`src/rtl/i2c_txn_ctrl_pkg.sv`:
```
// rtl/i2c_txn_ctrl_pkg.sv - shared types for the I2C transaction sequencer
// Purpose: command, status and state encodings used by i2c_txn_ctrl and its
//          command-port handshake block, plus the address-byte helper.
// Ports:   none (package)
package i2c_txn_ctrl_pkg;

  // {m_start, m_stop} encoding understood by the byte-level master
  typedef enum logic [1:0] {
    CMD_WRITE = 2'b00,
    CMD_STOP  = 2'b01,
    CMD_START = 2'b10,
    CMD_READ  = 2'b11
  } i2c_cmd_t;

  typedef enum logic [1:0] {
    STS_OK        = 2'b00,
    STS_ADDR_NACK = 2'b01,
    STS_DATA_NACK = 2'b10,
    STS_TIMEOUT   = 2'b11
  } i2c_status_t;

  typedef enum logic [2:0] {
    TS_IDLE,
    TS_START,
    TS_ADDR,
    TS_WDATA,
    TS_RDATA,
    TS_STOP,
    TS_NACKWAIT,
    TS_DONE
  } txn_state_t;

  typedef enum logic [1:0] {
    CS_IDLE,
    CS_ISSUE,
    CS_WAIT
  } cmd_state_t;

  // First byte on the bus: 7-bit address followed by the R/W bit
  function automatic logic [7:0] addr_byte(input logic [6:0] addr, input logic rw);
    return {addr, rw};
  endfunction

endpackage

```
`src/rtl/i2c_txn_ctrl_cmd_if.sv`:
```
// rtl/i2c_txn_ctrl_cmd_if.sv - one-command handshake with the byte-level master
// Purpose: takes a single command (cmd/data/ack + go pulse), strobes it into the
//          master, waits for the master to come back ready and reports the result.
//          A per-command cycle counter aborts a command that never completes.
// Ports:
//   clk, reset            clock, asynchronous active-high reset
//   go                    1-cycle request to issue cmd (only honoured when idle)
//   cmd, data, ack        command select, byte to send, ACK select for READ
//   cmd_done              1-cycle pulse, command completed
//   nack                  valid with cmd_done: slave NACKed the written byte
//   rx_byte               byte captured from the master on m_tx_done
//   timeout               1-cycle pulse, command abandoned after TIMEOUT_CYC cycles
//   m_en/m_start/m_stop/m_ack/m_tx_data   master command port (registered)
//   m_tx_ready/m_tx_done/m_rx_done/m_rx_data  master status inputs
module i2c_txn_ctrl_cmd_if
  import i2c_txn_ctrl_pkg::*;
#(
  parameter int TIMEOUT_CYC = 20000
) (
  input  logic       clk,
  input  logic       reset,
  input  logic       go,
  input  i2c_cmd_t   cmd,
  input  logic [7:0] data,
  input  logic       ack,
  output logic       cmd_done,
  output logic       nack,
  output logic [7:0] rx_byte,
  output logic       timeout,
  output logic       m_en,
  output logic       m_start,
  output logic       m_stop,
  output logic       m_ack,
  output logic [7:0] m_tx_data,
  input  logic       m_tx_ready,
  input  logic       m_tx_done,
  input  logic       m_rx_done,
  input  logic [7:0] m_rx_data
);

  localparam int            TW    = $clog2(TIMEOUT_CYC + 1);
  localparam logic [TW-1:0] T_LIM = TW'(TIMEOUT_CYC - 1);

  cmd_state_t    state;
  logic [TW-1:0] tcnt;
  logic          nack_lat;

  always_ff @(posedge clk or posedge reset) begin
    if (reset) begin
      state     <= CS_IDLE;
      tcnt      <= '0;
      nack_lat  <= 1'b0;
      cmd_done  <= 1'b0;
      nack      <= 1'b0;
      rx_byte   <= 8'h00;
      timeout   <= 1'b0;
      m_en      <= 1'b0;
      m_start   <= 1'b0;
      m_stop    <= 1'b0;
      m_ack     <= 1'b0;
      m_tx_data <= 8'h00;
    end else begin
      cmd_done <= 1'b0;
      timeout  <= 1'b0;
      case (state)
        CS_IDLE: begin
          if (go) begin
            {m_start, m_stop} <= cmd;
            m_tx_data         <= data;
            m_ack             <= ack;
            m_en              <= 1'b1;
            tcnt              <= '0;
            nack_lat          <= 1'b0;
            state             <= CS_ISSUE;
          end
        end
        // Keep strobing until the master drops ready: from IDLE the first
        // strobe only moves it to HOLD, the second actually starts the byte.
        CS_ISSUE: begin
          if (!m_tx_ready) begin
            m_en  <= 1'b0;
            tcnt  <= tcnt + TW'(1);
            state <= CS_WAIT;
          end else if (tcnt == T_LIM) begin
            m_en    <= 1'b0;
            timeout <= 1'b1;
            state   <= CS_IDLE;
          end else begin
            tcnt <= tcnt + TW'(1);
          end
        end
        CS_WAIT: begin
          if (m_tx_done) begin
            nack_lat <= m_rx_done;
            rx_byte  <= m_rx_data;
          end
          // m_tx_done may coincide with ready returning; use the live value then
          if (m_tx_ready) begin
            cmd_done <= 1'b1;
            nack     <= m_tx_done ? m_rx_done : nack_lat;
            state    <= CS_IDLE;
          end else if (tcnt == T_LIM) begin
            timeout <= 1'b1;
            state   <= CS_IDLE;
          end else begin
            tcnt <= tcnt + TW'(1);
          end
        end
        default: state <= CS_IDLE;
      endcase
    end
  end

endmodule

```
`src/rtl/i2c_txn_ctrl.sv`:
```
// rtl/i2c_txn_ctrl.sv - I2C transaction sequencer in front of the byte master
// Purpose: accepts one request (addr, R/W, length) and walks the master through
//          START, address byte, length data bytes and STOP, streaming write bytes
//          in and read bytes out, then pulses done with a status code.
// Ports:
//   clk, reset                         clock, asynchronous active-high reset
//   req_valid/req_ready/req_addr/req_rw/req_len   transaction request
//   wr_data/wr_valid/wr_ready          write byte stream in
//   rd_data/rd_valid/rd_ready          read byte stream out
//   done, status                       completion pulse and result code
//   m_en/m_start/m_stop/m_ack/m_tx_data            master command port
//   m_tx_ready/m_tx_done/m_rx_done/m_rx_data       master status
module i2c_txn_ctrl
  import i2c_txn_ctrl_pkg::*;
#(
  parameter int LEN_W       = 4,
  parameter int TIMEOUT_CYC = 20000
) (
  input  logic             clk,
  input  logic             reset,
  input  logic             req_valid,
  output logic             req_ready,
  input  logic [6:0]       req_addr,
  input  logic             req_rw,
  input  logic [LEN_W-1:0] req_len,
  input  logic [7:0]       wr_data,
  input  logic             wr_valid,
  output logic             wr_ready,
  output logic [7:0]       rd_data,
  output logic             rd_valid,
  input  logic             rd_ready,
  output logic             done,
  output logic [1:0]       status,
  output logic             m_en,
  output logic             m_start,
  output logic             m_stop,
  output logic             m_ack,
  output logic [7:0]       m_tx_data,
  input  logic             m_tx_ready,
  input  logic             m_tx_done,
  input  logic             m_rx_done,
  input  logic [7:0]       m_rx_data
);

  txn_state_t       state;
  i2c_status_t      status_q;
  logic [6:0]       addr_q;
  logic             rw_q;
  logic [LEN_W-1:0] byte_cnt;

  // Request to the command block; issued stays high until it reports back
  logic       go;
  logic       issued;
  i2c_cmd_t   cmd_q;
  logic [7:0] cmd_data;
  logic       cmd_ack;

  logic       cmd_done;
  logic       cmd_nack;
  logic [7:0] rx_byte;
  logic       timeout;

  assign status = status_q;

  // A write byte is taken only in the cycle the next WRITE gets launched
  assign wr_ready = (state == TS_WDATA) && !issued && wr_valid;

  always_ff @(posedge clk or posedge reset) begin
    if (reset) begin
      state     <= TS_IDLE;
      status_q  <= STS_OK;
      addr_q    <= 7'h00;
      rw_q      <= 1'b0;
      byte_cnt  <= '0;
      go        <= 1'b0;
      issued    <= 1'b0;
      cmd_q     <= CMD_WRITE;
      cmd_data  <= 8'h00;
      cmd_ack   <= 1'b0;
      req_ready <= 1'b1;
      rd_data   <= 8'h00;
      rd_valid  <= 1'b0;
      done      <= 1'b0;
    end else begin
      go   <= 1'b0;
      done <= 1'b0;
      if (timeout) begin
        issued   <= 1'b0;
        status_q <= STS_TIMEOUT;
        done     <= 1'b1;
        state    <= TS_DONE;
      end else begin
        case (state)
          TS_IDLE: begin
            if (req_valid) begin
              addr_q    <= req_addr;
              rw_q      <= req_rw;
              byte_cnt  <= req_len;
              status_q  <= STS_OK;
              req_ready <= 1'b0;
              state     <= TS_START;
            end
          end
          TS_START: begin
            if (!issued) begin
              go       <= 1'b1;
              issued   <= 1'b1;
              cmd_q    <= CMD_START;
              cmd_data <= 8'h00;
              cmd_ack  <= 1'b0;
            end else if (cmd_done) begin
              issued <= 1'b0;
              state  <= TS_ADDR;
            end
          end
          TS_ADDR: begin
            if (!issued) begin
              go       <= 1'b1;
              issued   <= 1'b1;
              cmd_q    <= CMD_WRITE;
              cmd_data <= addr_byte(addr_q, rw_q);
              cmd_ack  <= 1'b0;
            end else if (cmd_done) begin
              issued <= 1'b0;
              if (cmd_nack) begin
                status_q <= STS_ADDR_NACK;
                state    <= TS_NACKWAIT;
              end else if (byte_cnt == '0) begin
                state <= TS_STOP;
              end else begin
                state <= rw_q ? TS_RDATA : TS_WDATA;
              end
            end
          end
          TS_WDATA: begin
            if (!issued) begin
              // No write byte available: simply wait, the master holds SCL low
              if (wr_valid) begin
                go       <= 1'b1;
                issued   <= 1'b1;
                cmd_q    <= CMD_WRITE;
                cmd_data <= wr_data;
                cmd_ack  <= 1'b0;
              end
            end else if (cmd_done) begin
              issued <= 1'b0;
              if (cmd_nack) begin
                status_q <= STS_DATA_NACK;
                state    <= TS_NACKWAIT;
              end else begin
                byte_cnt <= byte_cnt - LEN_W'(1);
                if (byte_cnt == LEN_W'(1)) state <= TS_STOP;
              end
            end
          end
          TS_RDATA: begin
            // The next READ waits until the previous byte has been taken
            if (rd_valid) begin
              if (rd_ready) begin
                rd_valid <= 1'b0;
                if (byte_cnt == '0) state <= TS_STOP;
              end
            end else if (!issued) begin
              go       <= 1'b1;
              issued   <= 1'b1;
              cmd_q    <= CMD_READ;
              cmd_data <= 8'h00;
              cmd_ack  <= (byte_cnt != LEN_W'(1));
            end else if (cmd_done) begin
              issued   <= 1'b0;
              rd_data  <= rx_byte;
              rd_valid <= 1'b1;
              byte_cnt <= byte_cnt - LEN_W'(1);
            end
          end
          TS_STOP: begin
            if (!issued) begin
              go       <= 1'b1;
              issued   <= 1'b1;
              cmd_q    <= CMD_STOP;
              cmd_data <= 8'h00;
              cmd_ack  <= 1'b0;
            end else if (cmd_done) begin
              issued <= 1'b0;
              done   <= 1'b1;
              state  <= TS_DONE;
            end
          end
          // After a NACK the master generates STOP by itself
          TS_NACKWAIT: begin
            if (m_tx_ready) begin
              done  <= 1'b1;
              state <= TS_DONE;
            end
          end
          TS_DONE: begin
            req_ready <= 1'b1;
            state     <= TS_IDLE;
          end
          default: state <= TS_IDLE;
        endcase
      end
    end
  end

  i2c_txn_ctrl_cmd_if #(
    .TIMEOUT_CYC(TIMEOUT_CYC)
  ) u_cmd_if (
    .clk        (clk),
    .reset      (reset),
    .go         (go),
    .cmd        (cmd_q),
    .data       (cmd_data),
    .ack        (cmd_ack),
    .cmd_done   (cmd_done),
    .nack       (cmd_nack),
    .rx_byte    (rx_byte),
    .timeout    (timeout),
    .m_en       (m_en),
    .m_start    (m_start),
    .m_stop     (m_stop),
    .m_ack      (m_ack),
    .m_tx_data  (m_tx_data),
    .m_tx_ready (m_tx_ready),
    .m_tx_done  (m_tx_done),
    .m_rx_done  (m_rx_done),
    .m_rx_data  (m_rx_data)
  );

endmodule

```
`config.mk`:
```
export PLATFORM = sky130hd
export DESIGN_NAME = i2c_txn_ctrl
export DESIGN_NICKNAME = d
export VERILOG_FILES = /design/src/rtl/i2c_txn_ctrl_pkg.sv /design/src/rtl/i2c_txn_ctrl_cmd_if.sv /design/src/rtl/i2c_txn_ctrl.sv
export SDC_FILE = /design/constraint.sdc
export NUM_CORES = 1
export LEC_CHECK = 0
export BUFFER_PORTS_ARGS = -buffer_cell sky130_fd_sc_hd__buf_2
export CAP_MARGIN = 0
export CORE_ASPECT_RATIO = 1.75
export CORE_UTILIZATION = 62
export DETAILED_ROUTE_END_ITERATION = 8
export PLACE_DENSITY = 0.86
export SKIP_LAST_GASP = 1
export SYNTH_ARGS = -nofsm -noshare
export SYNTH_HDL_FRONTEND = slang
export SYNTH_SLANG_ARGS = --single-unit
```
`constraint.sdc`:
```
create_clock -name clk -period 4.81 [get_ports clk]
set_input_delay 0.962 -clock clk [delete_from_list [all_inputs] [get_ports clk]]
set_output_delay 0.962 -clock clk [all_outputs]
set_load 0.02 [all_outputs]
```
* Word level (Yosys, flattened, before mapping)
Cells that the tools add are included.
** Word-level totals
- Bits of input ports :: 36
- Output and inout bits :: 26
- Flip-flop bits (word level) :: 82
- Word-level logic and storage cells :: 211
** Operators by class
- Mux-type cells :: 100
- Bitwise logic cells :: 2
- Add/subtract/negate cells :: 2
- Eq/ne operators :: 46
- Reductions and logical operators :: 35
** Operators by type and width (number)
- $mux 15 :: 4
- $mux 3 :: 19
- $pmux 15 s3 :: 1
- $mux 8 :: 5
- $mux 2 :: 19
- $ne 3x2->1 const B :: 11
- $pmux 8 s4 :: 1
- $mux 1 :: 31
- $mux 4 :: 7
- $ne 2x2->1 const B :: 14
- $pmux 3 s8 :: 1
- $ne 3x1->1 const B :: 6
- $reduce_and 9->1 :: 2
- $add 15x1->15 const B :: 1
- $eq 15x15->1 const B :: 1
- $reduce_and 14->1 :: 1
- $eq 3x3->1 const B :: 4
- $pmux 2 s3 :: 2
- $pmux 4 s3 :: 1
- $reduce_and 2->1 :: 6
- $reduce_and 3->1 :: 4
- $reduce_bool 4->1 :: 3
- $pmux 1 s2 :: 5
- $pmux 2 s5 :: 1
- other kinds (24) :: 35

* Longest topological paths before layout
Gate-level depths: netlist (run 1).
- Word-level depth :: 7
- Depth in mapped cells :: 9
- Mapped depth without buffers :: 6

* Modules after synthesis
Synthesis (run 1) repeated with hierarchy kept, for this count alone.
** Unflattened totals
- Cell total of the unflattened synthesis :: 398
- Area total of the unflattened synthesis :: 4206.5 um^2
** By module, submodules not included
- i2c_txn_ctrl_cmd_if :: instances 1, cells an instance 200, area an instance 2158.3 um^2, sequential area each 1026.0 um^2
- i2c_txn_ctrl :: instances 1, cells an instance 198, area an instance 2048.2 um^2, sequential area each 1027.2 um^2

* Least setup slack after synthesis (run 1)
OpenSTA, ideal clock, no wires.
- Kind :: register -> output
- Start :: register state[1]
- End :: output wr_ready
- Slack :: 2.515 ns
- Buffers on the path :: 2
- Stages on the path, launching flop included :: 5
- Arrival :: 1.333 ns
- Data required time :: 3.848 ns
- Cells stage by stage :: dfrtp_1 buf_2 and3b_1 clkbuf_1 and3_1
** Between the ends
- Cells in the longest elaborated chain, start to end :: 3
** Ends and longest elaborated chain
- start: declaration :: RTL line i2c_txn_ctrl.sv:45 : txn_state_t state;
- start signal: assignment :: RTL line i2c_txn_ctrl.sv:131 : state <= rw_q ? TS_RDATA : TS_WDATA;
- $eq 3x2->1 :: RTL line i2c_txn_ctrl.sv:66 : assign wr_ready = (state == TS_WDATA) && !issued && wr_valid;
- $logic_and 1x1->1 (2 in a row) :: RTL line i2c_txn_ctrl.sv:66
- end: declaration :: RTL line i2c_txn_ctrl.sv:28 : output logic wr_ready,
No other way between the ends.

* Final worst setup path (run 1)
- Start :: register state[0]
- End :: output wr_ready
The elaborated chain is that of the path after synthesis.

==> results of run 1 <==
where the power goes:
group,total (mW),switching (mW),internal [mW]
clock,0.697,0.278,0.419
combinational,1.08,0.616,0.468
sequential,1.13,0.210,0.916
metal layers:
| layer | up-vias | share of wire (%) |
|---|---|---|
| li1 | 1561 | - |
| met1 | 1659 | 38 |
| met2 | 101 | 55 |
| met3 | 30 | 3.4 |
| met4 | 0 | 3.5 |
| met5 | - | 0 |
cells by family (layout without fill, tap and decap cells):
family | count (synthesis) | after routing | synth area share, %
fa+ha+maj | 8 | 8 | 2.37
compound gates | 100 | 100 | 17.1
flops | 82 | 82 | 48.6
mux | 50 | 50 | 13.2
simple gates | 108 | 108 | 14.4
buf+inv | 39 | 98 | 3.91
xor+xnor | 2 | 2 | 0.415
Yosys cell counts, drive strengths merged (2+ instances only):
cell	instances	area, um^2
o22ai	5	31.3
buf	14	71.3
nor2	17	63.8
a31oi	2	12.5
nand2b	2	12.5
mux2	45	507
nor4	5	46.3
o21ai	23	115
a21oi	15	75.1
a211oi	6	50.1
clkbuf	6	22.5
and4	6	52.6
and2	2	12.5
or3	3	18.8
nand3	15	75.1
dfrtp	81	2030
nor3b	3	22.5
mux2i	5	50.1
nor2b	7	43.8
nand2	24	90.1
a2111o	2	22.5
ha	8	100
o311ai	2	17.5
and3b	2	17.5
nand4	5	31.3
nand3b	2	15.0
nor4b	2	17.5
and3	5	31.3
inv	19	71.3
a31o	3	26.3
a2111oi	3	32.5
a22o	11	96.3
nor3	4	20.0
a21o	5	37.5
o2bb2ai	7	61.3
area by class of cell:
cell class	instances	area [um^2]	share of cell area [%]
tap	82	103	2.11
timing repair buffer	63	320	6.59
inverter	19	72.6	1.49
multi-input combinational	268	2010	41.3
clock buffer	11	243	4.99
sequential	82	2050	42.3
clock inverter	5	62.6	1.29
registers in the layout (all words and copies together), names as in the netlist, 2 cells and up:
| register | cells |
|---|---|
| rd_data | 8 |
| addr_q | 7 |
| state | 3 |
| u_cmd_if.m_tx_data | 8 |
| status | 2 |
| u_cmd_if.tcnt | 15 |
| u_cmd_if.state | 2 |
| byte_cnt | 4 |
| cmd_data | 8 |
| cmd_q | 2 |
| u_cmd_if.rx_byte | 8 |
path summary, 6_finish.rpt:
path,slack (ps),endpoint,cells past startpoint
setup / recovery,1800,wr_ready,3
hold / removal,500,u_cmd_if.rx_byte[0],1
setup reg to reg,2350,u_cmd_if.tcnt[5],6
hold reg to reg,500,u_cmd_if.rx_byte[0],1
max in group asynchronous,3110,u_cmd_if.tcnt[4],3
min in group asynchronous,740,rd_data[1],2
==> results.cfg, run 1 <==
[floorplanning]
initial_core_util_pct = 64.6
ios = 62
die-area_mm2 = 0.00716
die_height_um = 111
die_w_um = 64.4
design.core.area_mm2 = 0.00654
num_rows = 39

[sta]
fmaxAchievable_mhz = 332
rsz0062_at_grt = no
drv_slew = 0
relSlewSlack_pct = 47.4
period_minus_slack_ps = 3010
finalWorstSetupSlack_ps = 1800
setup_tns_ps = 0
holdWs_ps = 505
hold_viol_final = 0
fin_crit_sh_pct = 62.6
setup_violations = 0
finalClockSkew_ps = 4.62
tightest_slew_ps = 787

[global_routing]
met1_usage_pct = 32.3
busiest_layer = met2
grt-ovfl-total = 0
met3_usage_pct = 4.94
met2_usage_pct = 52.7
gr-usage-all-layers_pct = 29.5
grt_pass1_wl_um = 16100
antenna_found_initial = 0
grt_max_degree = 46
grt_pass1_vias = 3391

[run_status]
outcome = complete, no violations

[place]
numPortBuffers = 61
pre_cts_slack_ps = 2210
dpl-instance-area_mm2 = 0.00455
place_congestion = 0.874
dp_hpwl_um = 6930
dp_cells = 514

[route]
via_per_inst = 6.32
vias = 3351
wl_per_cell_um = 18.7
drc_errors = 0
postRouteAntennaNets = 0
dr.pass1.iters = 4
drt-initial-drc-count = 248
finalWirelength_um = 9920

[setup_path]
crit_path_start_kind = flip-flop
crit_arrival_ps = 2050
cp.required_ps = 3850
crit_buf_inv = 1
crit_type = reg -> out
critPathSlowestCell = dfrtp_1
end_kind = primary output
cp_top_family = simple AND/OR/NAND/NOR gates
critPathMaxFanout = 22
slowest_delay_ps = 750
cp_cell_sequence = and3b_1, and3_1, buf_2
worstSetupStartpoint = state[0]
r2r_start = u_cmd_if.state[0]

[flow_run]
drv_cap = 0

[power_and_ir_drop]
powerDensity_mw_per_mm2 = 598
cellLeakagePower_nw = 2.31
power.total_mw = 2.91
vdd_ir_drop_max_v = 0.000389

[worst_hold_path]
hp-start = u_cmd_if.rx_byte[0]
worst_hold_path_type = reg -> reg

[clock_tree]
clkTransAtPathRegs_ps = 60
clock_path_buffers = 2
post-cts-setup-buffer-count = 0
clkSinkCount = 82
cts_root_buf = clkbuf_16
htree_num_levels = 3
ctsHoldBuffers = 0
cts-resized-gates = 0
cts_buffers = 9
cts_tree = built
insertion_delay_ps = 340

[layout]
area_delta_synth_final_pct = 15.0
fill_cells = 458
layout_common_cells = dfrtp_1, buf_2, mux2_2
finish.utilization_pct = 74.3
final_common_cell = dfrtp_1
stdcell_count = 530
drive_gt1_share_pct = 29.5
fin_area_mm2 = 0.00486
final_net_count = 487
num_antenna_cells = 0

[logic_synthesis]
synthCells = 389
yosys_warnings = 0
syn_area_mm2 = 0.00422
synth-seq-cells = 82
synth_ff_type = dfrtp_1
ys_seq_area_share_pct = 48.6
synth_area_per_cell_um2 = 10.9
synth_fp_nets = 433
ys_types = 64
synth_edf_count = 0
synth_async_sr_flop_share_pct = 100
Note: power is estimated with default switching activity, not from simulation.
==> inputs of run 2 (changes only) <==
--- a/config.mk
+++ b/config.mk
@@ -8,9 +8,9 @@
 export BUFFER_PORTS_ARGS = -buffer_cell sky130_fd_sc_hd__buf_2
 export CAP_MARGIN = 0
 export CORE_ASPECT_RATIO = 1.75
-export CORE_UTILIZATION = 62
+export CORE_UTILIZATION = 57
 export DETAILED_ROUTE_END_ITERATION = 8
-export PLACE_DENSITY = 0.86
+export PLACE_DENSITY = 0.8
 export SKIP_LAST_GASP = 1
 export SYNTH_ARGS = -nofsm -noshare
 export SYNTH_HDL_FRONTEND = slang
==> constraint.sdc (replaced) <==
create_clock -name clk -period 3.1 [get_ports clk]
set_input_delay 0.62 -clock clk [delete_from_list [all_inputs] [get_ports clk]]
set_output_delay 0.62 -clock clk [all_outputs]
set_load 0.02 [all_outputs]
==> results.cfg, run 2 (synthesis results as in run 1) <==
[run_status]
outcome = complete, no violations

[setup_path]
cp_top_family = simple AND/OR/NAND/NOR gates
cp_cell_sequence = and3b_1, and3_1, buf_2
slowest_delay_ps = 730
critPathMaxFanout = 22
crit_type = reg -> out
critPathSlowestCell = dfrtp_1
crit_arrival_ps = 2040
crit_buf_inv = 1
end_kind = primary output
cp.required_ps = 2480
crit_path_start_kind = flip-flop

[route]
dr.pass1.iters = 5
drc_errors = 0
vias = 3368
wl_per_cell_um = 17.6
drt-initial-drc-count = 250
postRouteAntennaNets = 0
finalWirelength_um = 9450
via_per_inst = 6.28

[clock_tree]
clkSinkCount = 82
clock_path_buffers = 2
cts_tree = built
htree_num_levels = 3
insertion_delay_ps = 340
cts-resized-gates = 0
clkTransAtPathRegs_ps = 60
cts_root_buf = clkbuf_16
ctsHoldBuffers = 0
post-cts-setup-buffer-count = 0
cts_buffers = 9

[global_routing]
gr-usage-all-layers_pct = 27.0
grt-ovfl-total = 0
grt_pass1_vias = 3242
antenna_found_initial = 0
grt_max_degree = 46
grt_pass1_wl_um = 15600

[sta]
hold_viol_final = 0
drv_slew = 0
fin_crit_sh_pct = 85.7
rsz0062_at_grt = no
setup_violations = 0
setup_tns_ps = 0
finalClockSkew_ps = 8.78
period_minus_slack_ps = 2660
fmaxAchievable_mhz = 377
relSlewSlack_pct = 47.7
tightest_slew_ps = 784

[floorplanning]
die-area_mm2 = 0.00777
initial_core_util_pct = 58.8
die_height_um = 116
num_rows = 41
die_w_um = 67.1
ios = 62
design.core.area_mm2 = 0.00718

[power_and_ir_drop]
powerDensity_mw_per_mm2 = 916
power.total_mw = 4.46
vdd_ir_drop_max_v = 0.000821
cellLeakagePower_nw = 2.32

[layout]
drive_gt1_share_pct = 29.6
area_delta_synth_final_pct = 15.2
num_antenna_cells = 0
fin_area_mm2 = 0.00487
largest_register = u_cmd_if.tcnt
final_common_cell = dfrtp_1
largest_reg_flops = 15
layout_common_cells = dfrtp_1, buf_2, mux2_2
final_net_count = 490

[place]
dpl-instance-area_mm2 = 0.00458
dp_hpwl_um = 6640
place_congestion = 0.899
numPortBuffers = 61

[worst_hold_path]
worst_hold_path_type = in -> async

[flow_run]
drv_cap = 0
run 2: layout make-up:
type                       instances  area, um^2
clock buffer                      11         233
clock inverter                     4        52.6
fill                             550        2310
inverter                          19        72.6
multi-input combinational        268        2010
sequential                        82        2050
tap                               86         108
timing repair buffer              66         343
run 2: per-layer routing:
layer / GRT usage, % / vias up / share of wire, %
met5: 0 / - / 0
met4: 12.9 / 0 / 2.8
met3: 6.40 / 24 / 3.8
met2: 45.3 / 105 / 55
met1: 31.8 / 1671 / 39
li1: - / 1568 / -
run 2: worst paths after layout:
path / start / endpoint / slack, ps / cells after the start
worst max register to register: u_cmd_if.state[0] / u_cmd_if.tcnt[12] / 860 / 6
worst max-delay path: state[0] / wr_ready / 440 / 3
worst min register to register: u_cmd_if.rx_byte[2] / rd_data[2] / 500 / 1
max in group asynchronous: reset / addr_q[2] / 1960 / 3
min in group clk: req_rw / rw_q / 500 / 3
worst min-delay path: reset / u_cmd_if.state[0] / 400 / 2
run 2: power by group:
part	switching [mW]	internal [mW]	leakage (nW)
Sequential	0.292	1.42	1.08
Combinational	0.967	0.744	1.11
Clock	0.410	0.622	0.140
run 2: per-stage QoR:
step | cells | hold slack (ps) | setup WS, ps | utilization (%)
2_1_floorplan | 389 | 474 | 373 | -
3_3_place_gp | 521 | 482 | 874 | 63.8
3_5_place_dp | 521 | 489 | 842 | 63.8
4_1_cts | 536 | 429 | 456 | 67.8
5_1_grt | 536 | 468 | 331 | 67.8
6_report | 536 | 401 | 444 | 67.8
==> inputs of run 3 (changes only) <==
--- a/config.mk
+++ b/config.mk
@@ -10,8 +10,9 @@
 export CORE_ASPECT_RATIO = 1.75
 export CORE_UTILIZATION = 57
 export DETAILED_ROUTE_END_ITERATION = 8
-export PLACE_DENSITY = 0.8
+export PLACE_DENSITY = 0.89
 export SKIP_LAST_GASP = 1
+export SLEW_MARGIN = 20
 export SYNTH_ARGS = -nofsm -noshare
 export SYNTH_HDL_FRONTEND = slang
 export SYNTH_SLANG_ARGS = --single-unit
==> results.cfg, run 3 (synthesis results as in run 1) <==
[place]
place_congestion = 0.954
pre_cts_slack_ps = 796
numPortBuffers = 61
dp_cells = 518
dp_hpwl_um = 6840
dpl-instance-area_mm2 = 0.00457

[clock_tree]
clkTransAtPathRegs_ps = 60
clkSinkCount = 82
insertion_delay_ps = 340
cts_buffers = 9
cts_tree = built
cts-resized-gates = 0
ctsHoldBuffers = 0
cts_root_buf = clkbuf_16
htree_num_levels = 3
post-cts-setup-buffer-count = 0
clock_path_buffers = 2

[power_and_ir_drop]
p_sw_mw = 1.74
combinationalPowerShare_pct = 38.1
internal_power_mw = 2.70
pwr-share-seq_pct = 39.3
pwr-share-clk_pct = 22.6
cellLeakagePower_nw = 2.31
swShare_pct = 39.2
vdd_ir_drop_max_v = 0.000763
powerDensity_mw_per_mm2 = 915

[floorplanning]
design.core.area_mm2 = 0.00718
num_rows = 41
initial_core_util_pct = 58.8
die-area_mm2 = 0.00777
die_w_um = 67.1
die_height_um = 116
ios = 62

[layout]
stdcell_count = 534
layout_common_cells = dfrtp_1, buf_2, mux2_2
fin_area_mm2 = 0.00485
final_common_cell = dfrtp_1
num_antenna_cells = 0
final_net_count = 487
finish.utilization_pct = 67.5
area_delta_synth_final_pct = 14.8
fill_cells = 516
largest_reg_flops = 15
drive_gt1_share_pct = 29.7
largest_register = u_cmd_if.tcnt

[sta]
fmaxAchievable_mhz = 365
fin_crit_sh_pct = 88.5
setup_tns_ps = 0
finalClockSkew_ps = 5.33
period_minus_slack_ps = 2740
setup_violations = 0
drv_slew = 0
hold_viol_final = 0
finalWorstSetupSlack_ps = 358
tightest_slew_ps = 721
relSlewSlack_pct = 51.7
rsz0062_at_grt = no

[route]
via_per_inst = 6.43
drt-initial-drc-count = 265
vias = 3431
finalWirelength_um = 9820
dr.pass1.iters = 5
postRouteAntennaNets = 0
wl_per_cell_um = 18.4
drc_errors = 0

[setup_path]
slowest_delay_ps = 770
crit_path_start_kind = flip-flop
cp_cell_sequence = and3b_1, and3_1, buf_2
cp_top_family = simple AND/OR/NAND/NOR gates
crit_buf_inv = 1
crit_type = reg -> out
critPathMaxFanout = 24
crit_arrival_ps = 2120
cp.required_ps = 2480
end_kind = primary output
critPathSlowestCell = dfrtp_1

[global_routing]
gr-usage-all-layers_pct = 27.7
antenna_found_initial = 0
grt_pass1_vias = 3397
grt-ovfl-total = 0
grt_pass1_wl_um = 16100
grt_max_degree = 83

[flow_run]
drv_cap = 0

[worst_hold_path]
worst_hold_path_type = in -> async

[run_status]
outcome = complete, no violations
run 3: cell types whose count changed in the layout (fill, tap and decap cells not counted), sizes merged:
cell      previous run  this run
clkinv               3         5
clkinvlp             0         1
bufinv               1         0
buf                 66        63
inv                 19        20
clkbuf              11         9
run 3: area by class of cell:
class,count,area [um^2],area share (%)
clock inverters,7,52.6,1.08
well taps,86,108,2.22
multi-input cells,268,2010,41.4
repair buffers,63,333,6.86
flip-flops and latches,82,2050,42.3
clock buffers,9,225,4.64
inverters,19,72.6,1.50
run 3: layer usage:
layer / vias up / part of all wire [%] / wire (um) / global-route usage [%]
li1: 1566 / - / - / -
met1: 1697 / 38 / 3750 / 31.5
met2: 145 / 55 / 5380 / 48.3
met3: 23 / 4.2 / 412 / 4.72
met4: 0 / 2.8 / 278 / 14.5
met5: - / 0 / 0 / 0
run 3: metrics by stage:
stage               power [mW]  hold WS (ps)
global route              4.68           409
floorplan                 2.97           474
finish                    4.44           343
CTS                       4.43           380
global placement          3.31           480
detailed placement        3.41           487
run 3: final timing paths:
check / start / to / slack (ps) / cells past startpoint
worst max register to register: u_cmd_if.state[0] / u_cmd_if.tcnt[5] / 690 / 6
worst min register to register: u_cmd_if.m_tx_data[6] / u_cmd_if.m_tx_data[6] / 500 / 1
min in group clk: req_rw / rw_q / 490 / 3
max in group asynchronous: reset / req_ready / 2390 / 3
worst max-delay path: state[1] / wr_ready / 360 / 3
worst min-delay path: reset / rd_valid / 340 / 3
run 3: worst min-delay path, cell delays in order:
cell      delay [ps]
buf_2            100
clkinv_2          50
buf_12           320
run 3: power by group through the flow:
stage                     clock network [mW]  logic [mW]  registers, mW
after CTS                               1.01        1.68           1.74
after floorplan                            0        1.21           1.76
after global placement                     0        1.59           1.73
after detailed placement                   0        1.66           1.75
after global routing                    1.05        1.84           1.79
final                                   1.00        1.69           1.74
